File: config.mk
export PLATFORM = sky130hd
export DESIGN_NAME = seq_alu
export DESIGN_NICKNAME = d
export VERILOG_FILES = /design/src/rtl/alu_pkg.sv /design/src/rtl/cla_adder.sv /design/src/rtl/seq_alu.sv
export SDC_FILE = /design/constraint.sdc
export NUM_CORES = 1
export LEC_CHECK = 0
export ABC_AREA = 1
export BUFFER_PORTS_ARGS = -buffer_cell sky130_fd_sc_hd__buf_4
export CELL_PAD_IN_SITES_DETAIL_PLACEMENT = 1
export CELL_PAD_IN_SITES_GLOBAL_PLACEMENT = 2
export CORE_ASPECT_RATIO = 0.75
export CORE_MARGIN = 4
export CORE_UTILIZATION = 34
export DETAILED_ROUTE_END_ITERATION = 10
export PLACE_DENSITY_LB_ADDON = 0.2
export SLEW_MARGIN = 0
export SYNTH_ARGS = -nofsm -noshare
export SYNTH_HDL_FRONTEND = slang
export SYNTH_HIERARCHICAL = 1
export SYNTH_SLANG_ARGS = --single-unit
File: constraint.sdc
create_clock -name clk -period 3.5 [get_ports clk]
set_input_delay 0.7 -clock clk [delete_from_list [all_inputs] [get_ports clk]]
set_output_delay 0.7 -clock clk [all_outputs]
set_load 0.01 [all_outputs]
File: src/rtl/alu_pkg.sv
// Shared types for the sequential ALU: operation encodings and control states.
package alu_pkg;

    typedef enum logic [3:0] {
        M_SHL   = 4'd0,
        M_SHR   = 4'd1,
        M_SRA   = 4'd2,
        M_ADD   = 4'd3,
        M_SUB   = 4'd4,
        M_AND   = 4'd5,
        M_OR    = 4'd6,
        M_XOR   = 4'd7,
        M_XNOR  = 4'd8,
        M_NOR   = 4'd9,
        M_NOT   = 4'd10,
        M_DEC   = 4'd11,
        M_PASSA = 4'd12,
        M_PASSB = 4'd13,
        M_MSB   = 4'd14,
        M_MUL   = 4'd15
    } mode_e;

    typedef enum logic [1:0] {
        S_IDLE = 2'd0,
        S_MUL  = 2'd1,
        S_HOLD = 2'd2
    } state_e;

    localparam int GRP = 4;

endpackage

File: src/rtl/cla_adder.sv
// Carry-lookahead adder: 4-bit lookahead groups, group carries rippled
// from one group to the next.
module cla_adder #(
    parameter int WIDTH = 16
) (
    input  logic [WIDTH-1:0] a,
    input  logic [WIDTH-1:0] b,
    input  logic             cin,
    output logic [WIDTH-1:0] s,
    output logic             cout
);
    localparam int NG = WIDTH / 4;

    logic [WIDTH-1:0] w_g;
    logic [WIDTH-1:0] w_p;
    logic [3:0]       w_gg;
    logic [3:0]       w_gp;
    logic             w_c0;
    logic             w_c1;
    logic             w_c2;
    logic             w_c3;
    logic             w_cg;

    assign w_g = a & b;
    assign w_p = a ^ b;

    always_comb begin
        s    = '0;
        w_gg = '0;
        w_gp = '0;
        w_c0 = cin;
        w_c1 = 1'b0;
        w_c2 = 1'b0;
        w_c3 = 1'b0;
        w_cg = 1'b0;
        for (int k = 0; k < NG; k++) begin
            w_gg = w_g[4*k +: 4];
            w_gp = w_p[4*k +: 4];
            w_c1 = w_gg[0] | (w_gp[0] & w_c0);
            w_c2 = w_gg[1] | (w_gp[1] & w_gg[0])
                 | (&w_gp[1:0] & w_c0);
            w_c3 = w_gg[2] | (w_gp[2] & w_gg[1])
                 | (&w_gp[2:1] & w_gg[0])
                 | (&w_gp[2:0] & w_c0);
            w_cg = w_gg[3] | (w_gp[3] & w_gg[2])
                 | (&w_gp[3:2] & w_gg[1])
                 | (&w_gp[3:1] & w_gg[0])
                 | (&w_gp[3:0] & w_c0);
            s[4*k +: 4] = w_gp ^ {w_c3, w_c2, w_c1, w_c0};
            w_c0 = w_cg;
        end
        cout = w_c0;
    end

endmodule

File: src/rtl/seq_alu.sv
// Sequential ALU: single-cycle logic/shift/add ops, iterative shift-add
// multiply, valid/ready handshakes on both sides.
module seq_alu
    import alu_pkg::*;
#(
    parameter int WIDTH = 16,
    parameter int SHW   = $clog2(WIDTH)
) (
    input  logic             clk,
    input  logic             rst_n,
    input  logic             in_valid,
    output logic             in_ready,
    input  logic [WIDTH-1:0] a,
    input  logic [WIDTH-1:0] b,
    input  logic             cin,
    input  logic [3:0]       mode,
    output logic             out_valid,
    input  logic             out_ready,
    output logic [WIDTH-1:0] y,
    output logic             cout,
    output logic             overflow,
    output logic             zero,
    output logic             negative
);
    state_e             r_state;
    logic               r_out_valid;
    logic [WIDTH-1:0]   r_y;
    logic               r_cout;
    logic               r_ovf;
    logic               r_zero;
    logic               r_neg;
    logic [2*WIDTH-1:0] r_acc;
    logic [2*WIDTH-1:0] r_mcand;
    logic [WIDTH-1:0]   r_mplier;
    logic [SHW-1:0]     r_cnt;

    mode_e              w_mode;
    logic               w_accept;
    logic               w_is_sub;
    logic [WIDTH-1:0]   w_add_b;
    logic               w_add_ci;
    logic [WIDTH-1:0]   w_sum;
    logic               w_add_co;
    logic [SHW-1:0]     w_sh;
    logic [WIDTH-1:0]   w_res;
    logic               w_c;
    logic               w_v;
    logic [2*WIDTH-1:0] w_acc_nxt;
    logic [WIDTH-1:0]   w_prod;

    assign w_mode   = mode_e'(mode);
    assign in_ready = (r_state == S_IDLE)
                    | ((r_state == S_HOLD) & out_ready);
    assign w_accept = in_valid & in_ready;
    assign w_is_sub = (w_mode == M_SUB);
    assign w_add_b  = w_is_sub ? ~b : b;
    assign w_add_ci = w_is_sub ? 1'b1 : cin;
    assign w_sh     = b[SHW-1:0];

    cla_adder #(
        .WIDTH(WIDTH)
    ) u_cla (
        .a   (a),
        .b   (w_add_b),
        .cin (w_add_ci),
        .s   (w_sum),
        .cout(w_add_co)
    );

    always_comb begin
        w_res = '0;
        w_c   = 1'b0;
        w_v   = 1'b0;
        unique case (w_mode)
            M_SHL:   w_res = a << w_sh;
            M_SHR:   w_res = a >> w_sh;
            M_SRA:   w_res = $unsigned($signed(a) >>> w_sh);
            M_ADD: begin
                w_res = w_sum;
                w_c   = w_add_co;
                w_v   = (a[WIDTH-1] == b[WIDTH-1])
                      & (w_sum[WIDTH-1] != a[WIDTH-1]);
            end
            M_SUB: begin
                w_res = w_sum;
                w_c   = w_add_co;
                w_v   = (a[WIDTH-1] != b[WIDTH-1])
                      & (w_sum[WIDTH-1] != a[WIDTH-1]);
            end
            M_AND:   w_res = a & b;
            M_OR:    w_res = a | b;
            M_XOR:   w_res = a ^ b;
            M_XNOR:  w_res = ~(a ^ b);
            M_NOR:   w_res = ~(a | b);
            M_NOT:   w_res = ~a;
            M_DEC:   w_res = {{(WIDTH-1){1'b0}}, 1'b1} << a[SHW-1:0];
            M_PASSA: w_res = a;
            M_PASSB: w_res = b;
            M_MSB: begin
                for (int i = 0; i < WIDTH; i++) begin
                    if (a[i]) w_res = WIDTH'(i);
                end
                w_v = (a == '0);
            end
            M_MUL:   w_res = '0;
        endcase
    end

    // one partial product per cycle; multiplicand shifts up as multiplier drains
    assign w_acc_nxt = r_acc + (r_mplier[0] ? r_mcand : '0);
    assign w_prod    = w_acc_nxt[WIDTH-1:0];

    always_ff @(posedge clk or negedge rst_n) begin
        if (!rst_n) begin
            r_state     <= S_IDLE;
            r_out_valid <= 1'b0;
            r_y         <= '0;
            r_cout      <= 1'b0;
            r_ovf       <= 1'b0;
            r_zero      <= 1'b0;
            r_neg       <= 1'b0;
            r_acc       <= '0;
            r_mcand     <= '0;
            r_mplier    <= '0;
            r_cnt       <= '0;
        end else if (w_accept) begin
            if (w_mode == M_MUL) begin
                r_state     <= S_MUL;
                r_out_valid <= 1'b0;
                r_acc       <= '0;
                r_cnt       <= '0;
                r_mcand     <= {{WIDTH{1'b0}}, a};
                r_mplier    <= b;
            end else begin
                r_state     <= S_HOLD;
                r_out_valid <= 1'b1;
                r_y         <= w_res;
                r_cout      <= w_c;
                r_ovf       <= w_v;
                r_zero      <= (w_res == '0);
                r_neg       <= w_res[WIDTH-1];
            end
        end else begin
            unique case (r_state)
                S_IDLE: begin
                end
                S_MUL: begin
                    r_acc    <= w_acc_nxt;
                    r_mcand  <= r_mcand << 1;
                    r_mplier <= r_mplier >> 1;
                    r_cnt    <= r_cnt + SHW'(1);
                    if (r_cnt == SHW'(WIDTH-1)) begin
                        r_state     <= S_HOLD;
                        r_out_valid <= 1'b1;
                        r_y         <= w_prod;
                        r_cout      <= 1'b0;
                        r_ovf       <= |w_acc_nxt[2*WIDTH-1:WIDTH];
                        r_zero      <= (w_prod == '0);
                        r_neg       <= w_prod[WIDTH-1];
                    end
                end
                S_HOLD: begin
                    if (out_ready) begin
                        r_state     <= S_IDLE;
                        r_out_valid <= 1'b0;
                    end
                end
                default: r_state <= S_IDLE;
            endcase
        end
    end

    assign out_valid = r_out_valid;
    assign y         = r_y;
    assign cout      = r_cout;
    assign overflow  = r_ovf;
    assign zero      = r_zero;
    assign negative  = r_neg;

endmodule
Yosys cells after proc, flatten, opt, wreduce, memory -nomap -nowiden

Cells that the tools add are included.
W data, S select, Z words.

Output and inout bits: 22
Bits in registers: 107
Bits of input ports: 41
Logic and storage cells: 242

Reduce and logical (&&, ||, !) cells: 38
$add $sub $neg: 2
Bitwise gates (word level): 98
Muxes and demuxes: 63
Equal/unequal tests: 26
Shift-type cells: 4

Operator list:

| operator               | count |
|---|---|
| $mux W16               | 22 |
| $pmux W16 S15          | 1 |
| $mux W32               | 7 |
| $not A16 Y16           | 4 |
| $logic_not A16 Y1      | 3 |
| $and A1 B1 Y1          | 44 |
| $or A1 B1 Y1           | 41 |
| $eq A4 B4 Y1 const B   | 9 |
| $reduce_and A3 Y1      | 11 |
| $add A32 B32 Y32       | 1 |
| $and A16 B16 Y16       | 2 |
| $xor A16 B16 Y16       | 2 |
| $reduce_and A2 Y1      | 13 |
| $mux W1                | 23 |
| $eq A4 B3 Y1 const B   | 4 |
| $or A16 B16 Y16        | 1 |
| $reduce_and A4 Y1      | 4 |
| $reduce_or A16 Y1      | 1 |
| $shl A1 B4 Y16 const A | 1 |
| $shl A16 B4 Y16        | 1 |
| $shr A16 B4 Y16        | 1 |
| $sshr A16 B4 Y16       | 1 |
| $xor A4 B4 Y4          | 4 |
| $mux W4                | 3 |
| 19 further kinds       | 27 |

Logic depth before layout (Yosys ltp)

Depth after elaboration: 20
Depth in mapped cells: 28

Modules after synthesis

The synthesis kept the hierarchy.

Modules (own cells, without submodules):

| module    | cells each | instances | area each (µm²) |
|---|---|---|---|
| seq_alu   | 1778       | 1         | 10535.1 |
| cla_adder | 111        | 1         | 723.2 |

Worst setup path after synthesis

Ideal clock, no wire load.

Path kind: input port to flip-flop
Start point: in mode[2]
End point: reg r_zero, in the netlist zero
Cell stages on the path: 26
Setup time: 0.071 ns
Arrival: 3.735 ns
Setup slack: -0.306 ns
Required time: 3.429 ns
Cell sequence: inv_1 nor2_1 nand2_4 buf_1 xor2_1 ha_1 nand2_1 nor2_1 a21oi_2 nand2_2 nand2_1 nand2_2 inv_1 fa_1 xnor2_1 nand2_1 o211ai_1 nor2_1 nand2_1 nor2_1 nand2_1 nor2_1 nand4_1 nor2_1 nor2_1 nor2_1

Elaborated cells between the ends (all ways): 124
Those cells by class: eq/ne: 16; mux: 5; bitwise: 78; reduce/logical: 25

RTL lines:

| what                                                 | line                             | RTL |
|---|---|---|
| start, declared                                      | seq_alu.sv:16                    | `input logic [3:0] mode,` |
| $eq A4 B3 Y1 (*)                                     | seq_alu.sv:55                    | `assign w_is_sub = (w_mode == M_SUB);` |
| $mux W16 (*)                                         | seq_alu.sv:56                    | `assign w_add_b = w_is_sub ? ~b : b;` |
| via w_add_b[5]                                       | seq_alu.sv:40                    | `logic [WIDTH-1:0] w_add_b;` |
| $xor A16 B16 Y16 or $and A16 B16 Y16 (tied branches) | cla_adder.sv:25, cla_adder.sv:24 |  |
| $reduce_and A3 Y1 or $and A1 B1 Y1 (tied branches)   | cla_adder.sv:47, cla_adder.sv:46 |  |
| $and A1 B1 Y1 or $or A1 B1 Y1 (tied branches)        | cla_adder.sv:47, cla_adder.sv:46 |  |
| $or A1 B1 Y1                                         | cla_adder.sv:47                  | `\| (&w_gp[3:1] & w_gg[0])` |
| $or A1 B1 Y1 (*)                                     | cla_adder.sv:48                  | `\| (&w_gp[3:0] & w_c0);` |
| [... 2 more ...]                                     | -                                |  |
| $and A1 B1 Y1 (*)                                    | cla_adder.sv:39                  | `w_c1 = w_gg[0] \| (w_gp[0] & w_c0);` |
| $or A1 B1 Y1 (*)                                     | cla_adder.sv:39                  |  |
| $xor A4 B4 Y4 (*)                                    | cla_adder.sv:49                  | `s[4*k +: 4] = w_gp ^ {w_c3, w_c2, w_c1, w_c0};` |
| via w_sum[13]                                        | seq_alu.sv:42                    | `logic [WIDTH-1:0] w_sum;` |
| $pmux W16 S15 (*)                                    | seq_alu.sv:74                    | `unique case (w_mode)` |
| $logic_not A16 Y1 (*)                                | seq_alu.sv:140                   | `r_zero <= (w_res == '0);` |
| $mux W1 (*)                                          | seq_alu.sv:127                   | `if (w_mode == M_MUL) begin` |
| $mux W1 (*)                                          | seq_alu.sv:126                   | `end else if (w_accept) begin` |
| end signal, assigned                                 | seq_alu.sv:140                   |  |
| end signal, assigned                                 | seq_alu.sv:158                   | `r_zero <= (w_prod == '0);` |
| end, declared                                        | seq_alu.sv:30                    | `logic r_zero;` |

The timed path passes the listed nets; every way through them passes the cells marked *. The select of a mux whose other input is x is not followed.
A chain may end at the register's enable or synchronous reset.

Worst setup path after layout

Start point: in mode[2]
End point: reg r_zero, in the netlist zero

Elaborated cells between the ends (all ways): 124
Those cells by class: eq/ne: 16; mux: 5; bitwise: 78; reduce/logical: 25

RTL lines:

| what                                               | line                             | RTL |
|---|---|---|
| $eq A4 B3 Y1 (*)                                   | seq_alu.sv:55                    |  |
| $mux W16 (*)                                       | seq_alu.sv:56                    |  |
| via w_add_b[3]                                     | seq_alu.sv:40                    |  |
| $xor A16 B16 Y16                                   | cla_adder.sv:25                  | `assign w_p = a ^ b;` |
| $and A1 B1 Y1 or $reduce_and A2 Y1 (tied branches) | cla_adder.sv:45, cla_adder.sv:46 |  |
| $or A1 B1 Y1 or $and A1 B1 Y1 (tied branches)      | cla_adder.sv:45, cla_adder.sv:46 |  |
| $or A1 B1 Y1                                       | cla_adder.sv:46                  | `\| (&w_gp[3:2] & w_gg[1])` |
| $or A1 B1 Y1                                       | cla_adder.sv:47                  |  |
| $or A1 B1 Y1 (*)                                   | cla_adder.sv:48                  |  |
| $and A1 B1 Y1 (*)                                  | cla_adder.sv:39                  |  |
| $or A1 B1 Y1 (*)                                   | cla_adder.sv:39                  |  |
| $xor A4 B4 Y4 (*)                                  | cla_adder.sv:49                  |  |
| via w_sum[5]                                       | seq_alu.sv:42                    |  |
| $pmux W16 S15 (*)                                  | seq_alu.sv:74                    |  |
| $logic_not A16 Y1 (*)                              | seq_alu.sv:140                   |  |
| $mux W1 (*)                                        | seq_alu.sv:127                   |  |
| $mux W1 (*)                                        | seq_alu.sv:126                   |  |

Marks and branches as above.

==> impl_metrics.csv <==
group,metric,value,unit
timing,final.setup.tns,-129,ps
die,start_util,0.346,
yosys,synth_top_cell_by_area,"dfrtp_1",
cells_and_area,nets,2120,
cts,cts_made_buffers,9,
setup_path,cp.arrival,3920,ps
die,pin_count,63,
yosys,postSynthRegisterBits,106,
detailed_routing,drt-initial-drc-count,1232,
timing,setup-violations-final,2,
run_status,status,"finished with violations",
setup_path,path_max_fanout,5,
timing,post-route-min-period,3620,ps
yosys,synthCells,1889,
die,rows,57,
cts,cts.clk_slew.worst_paths,80,ps
yosys,yosysUniqueCellTypes,44,
setup_path,startpoint_type,"input port",
setup_path,cp-end-kind,"flop",
yosys,ys_seq_area_frac,0.236,
placement,globalplace.congestion,0.949,
timing,final-hold-violation-count,0,
grt,grt_pass1_wl,77.2,mm
power,peakVddDrop,0.309,mV
yosys,synth_area_leaders,"dfrtp_1, nand2_1, ha_1",
power,p_leak,6.97,nW
cells_and_area,antenna_cells,0,
placement,portBuffers,62,
die,die_area,36100,µm²
die,die_h,166,µm
grt,grt_max_degree,63,
setup_path,cp_data_required_time,3800,ps
yosys,synth_commonest_cells,"nand2_1, nor2_1, inv_1",
timing,finalMaxSlewViolations,0,
yosys,postSynth.asyncResetShare,1.00,
yosys,synth.top_cell.area_share,0.236,
cells_and_area,area_delta_synth_final,16.7,%
die,fp.dieW,218,µm
cts,cts.sinks,106,
timing,rsz0062_at_grt,"yes",
timing,fin_crit_sh,1.03,
detailed_routing,vias,13100,
grt,overflow,0,
cts,cts_hold_buf,0,
timing,fmax,276,MHz
setup_path,crit_type,"in -> reg",
yosys,yosysWarnings,6,
grt,grt_pass1_vias,12600,
detailed_routing,viasPerCell,5.38,
cts,clock_latency,370,ps
run_status,violations,"setup timing",
power,p_total,8.43,mW
setup_path,rr_startpoint,"r_mcand[0]$_DFFE_PN0P_",
detailed_routing,drc,0,
detailed_routing,drtPass1Iterations,5,
yosys,yosysMostFrequentCell,"nand2_1",
detailed_routing,wl_per_cell,21.1,µm
cells_and_area,utilization,0.404,
detailed_routing,ant_nets,0,
timing,slew_headroom,0.146,
timing,fin_skew,13.4,ps
yosys,synthFlopType,"dfrtp_1",
worst_hold_path,hp-class,"in -> async",
die,core,32500,µm²
cts,root_buffer,"clkbuf_16",
job,max_cap_viol_count,0,
cts,htreeDepth,3,
yosys,synth_edf_count,0,
cts,clk_path_buf_depth,2,
cells_and_area,drive_above_1_share,0.110,
cts,cts_tree,"built",
timing,finalWorstSetupSlack,-118,ps
grt,grt_usage,0.281,
placement,detailed_place_hpwl,41.6,mm
timing,tightest_slew,1280,ps
yosys,synth_area_per_cell,5.96,µm²
detailed_routing,drt-total-wl,51.5,mm
yosys,syn_nets,2016,
setup_path,critPathLaunch,"mode[2]",
yosys,syn_area,11300,µm²
grt,grt_antenna_before_repair,1,
power,power_density,641,nW/µm²
## placed cells by master (no fill, tap or decap), types with 3 or more instances in the layout
| master | count |
|---|---|
| nand2_4 | 5 |
| o22ai_1 | 18 |
| xor2_1 | 28 |
| and2_1 | 3 |
| dfrtp_1 | 106 |
| nand4_1 | 21 |
| a21oi_2 | 3 |
| inv_2 | 6 |
| nand3_1 | 153 |
| o21bai_1 | 4 |
| xnor2_1 | 11 |
| a31oi_1 | 44 |
| nor3_1 | 14 |
| fa_1 | 4 |
| buf_4 | 150 |
| inv_1 | 210 |
| a22o_1 | 11 |
| nand2_1 | 669 |
| or2_2 | 4 |
| buf_6 | 3 |
| nand2_2 | 10 |
| nor2_1 | 216 |
| nor2_2 | 7 |
| ha_1 | 81 |
| o211ai_1 | 5 |
| clkbuf_16 | 9 |
| a21oi_1 | 55 |
| o21ai_0 | 104 |
| o21ai_1 | 7 |
## kinds of logic (layout without fill, tap and decap cells)
| group | Yosys count | after routing | share of synthesized area |
|---|---|---|---|
| and+or+nand+nor | 1111 | 1112 | 0.401 |
| buffers and inverters | 282 | 390 | 0.0990 |
| AOI/OAI and AO/OA | 263 | 263 | 0.133 |
| DFF | 106 | 106 | 0.236 |
| adders and majority gates | 86 | 86 | 0.0989 |
| xor gates and xnor gates | 41 | 41 | 0.0319 |
## power by group
group          total (mW)  switching (mW)  internal (mW)  leakage [nW]
combinational        5.17            3.34           1.84          5.54
clock                1.05           0.533          0.521         0.144
sequential           2.20           0.428           1.77          1.29
## registers in the layout (all words and copies together) (netlist names)
signal and count:
cout 1, out_valid 1, overflow 1, r_acc 32
r_cnt 4, r_mcand 32, r_mplier 16, r_state 2
y 16, zero 1
## metal layers
metal | vias up | part of all wire | track usage
met1 | 6428 | 0.53 | 0.447
met4 | 0 | 0.0081 | 0.0304
li1 | 6288 | - | -
met3 | 29 | 0.077 | 0.0620
met2 | 391 | 0.39 | 0.392
met5 | - | 0 | 0
## critical path: stages
cell,delay (ps)
buf_8,80
inv_4,30
nor2_4,220
nand2_8,120
xor2_1,180
ha_1,330
a21oi_1,230
nand2_4,110
buf_4,150
fa_1,380
xor2_1,200
nand2_1,80
nand3_1,80
nor2_1,210
nand3_1,120
nor2_1,110
nand2_1,60
nor2_1,120
nand4_1,100
nor2_1,110
nor2_1,60
nor2_1,100
## what timing repair did
action,4_1_cts,5_1_grt
setup buffers,0,8
gates resized for setup,1,30
setup endpoints to repair,1,8
pin swaps,0,26
cloned,0,1
## final timing paths
kind	to	slack [ps]	cells past startpoint
max	zero$_DFFE_PN0P_	-120	22
min	r_mplier[12]$_DFFE_PN0P_	430	1
max reg2reg	overflow$_DFFE_PN0P_	290	20
min reg2reg	r_acc[26]$_DFFE_PN0P_	500	2
max in group asynchronous	r_acc[31]$_DFFE_PN0P_	2300	2
min in group clk	r_acc[26]$_DFFE_PN0P_	500	2
## through the flow
| stage | instances | setup WS [ps] | area, µm² | hold slack, ps |
|---|---|---|---|---|
| after detailed placement | 2415 | -371 | 12700 | 484 |
| after floorplan | 1889 | 18.3 | 11300 | 404 |
| final | 2440 | -118 | 13100 | 433 |
| after global placement | 2415 | -212 | 12700 | 468 |
| after CTS | 2431 | 13.2 | 13000 | 444 |
| after global routing | 2440 | -280 | 13100 | 473 |
## cell type report
| class | count | area (µm²) |
|---|---|---|
| fillers | 4480 | 19400 |
| multi-input cells | 1502 | 7600 |
| flip-flops and latches | 106 | 2650 |
| repair buffers | 156 | 1210 |
| inverters | 218 | 821 |
| well taps | 442 | 553 |
| clock buffers | 10 | 239 |
| clock inverters | 6 | 56.3 |
No activity file was read; power rests on OpenSTA's default activity.
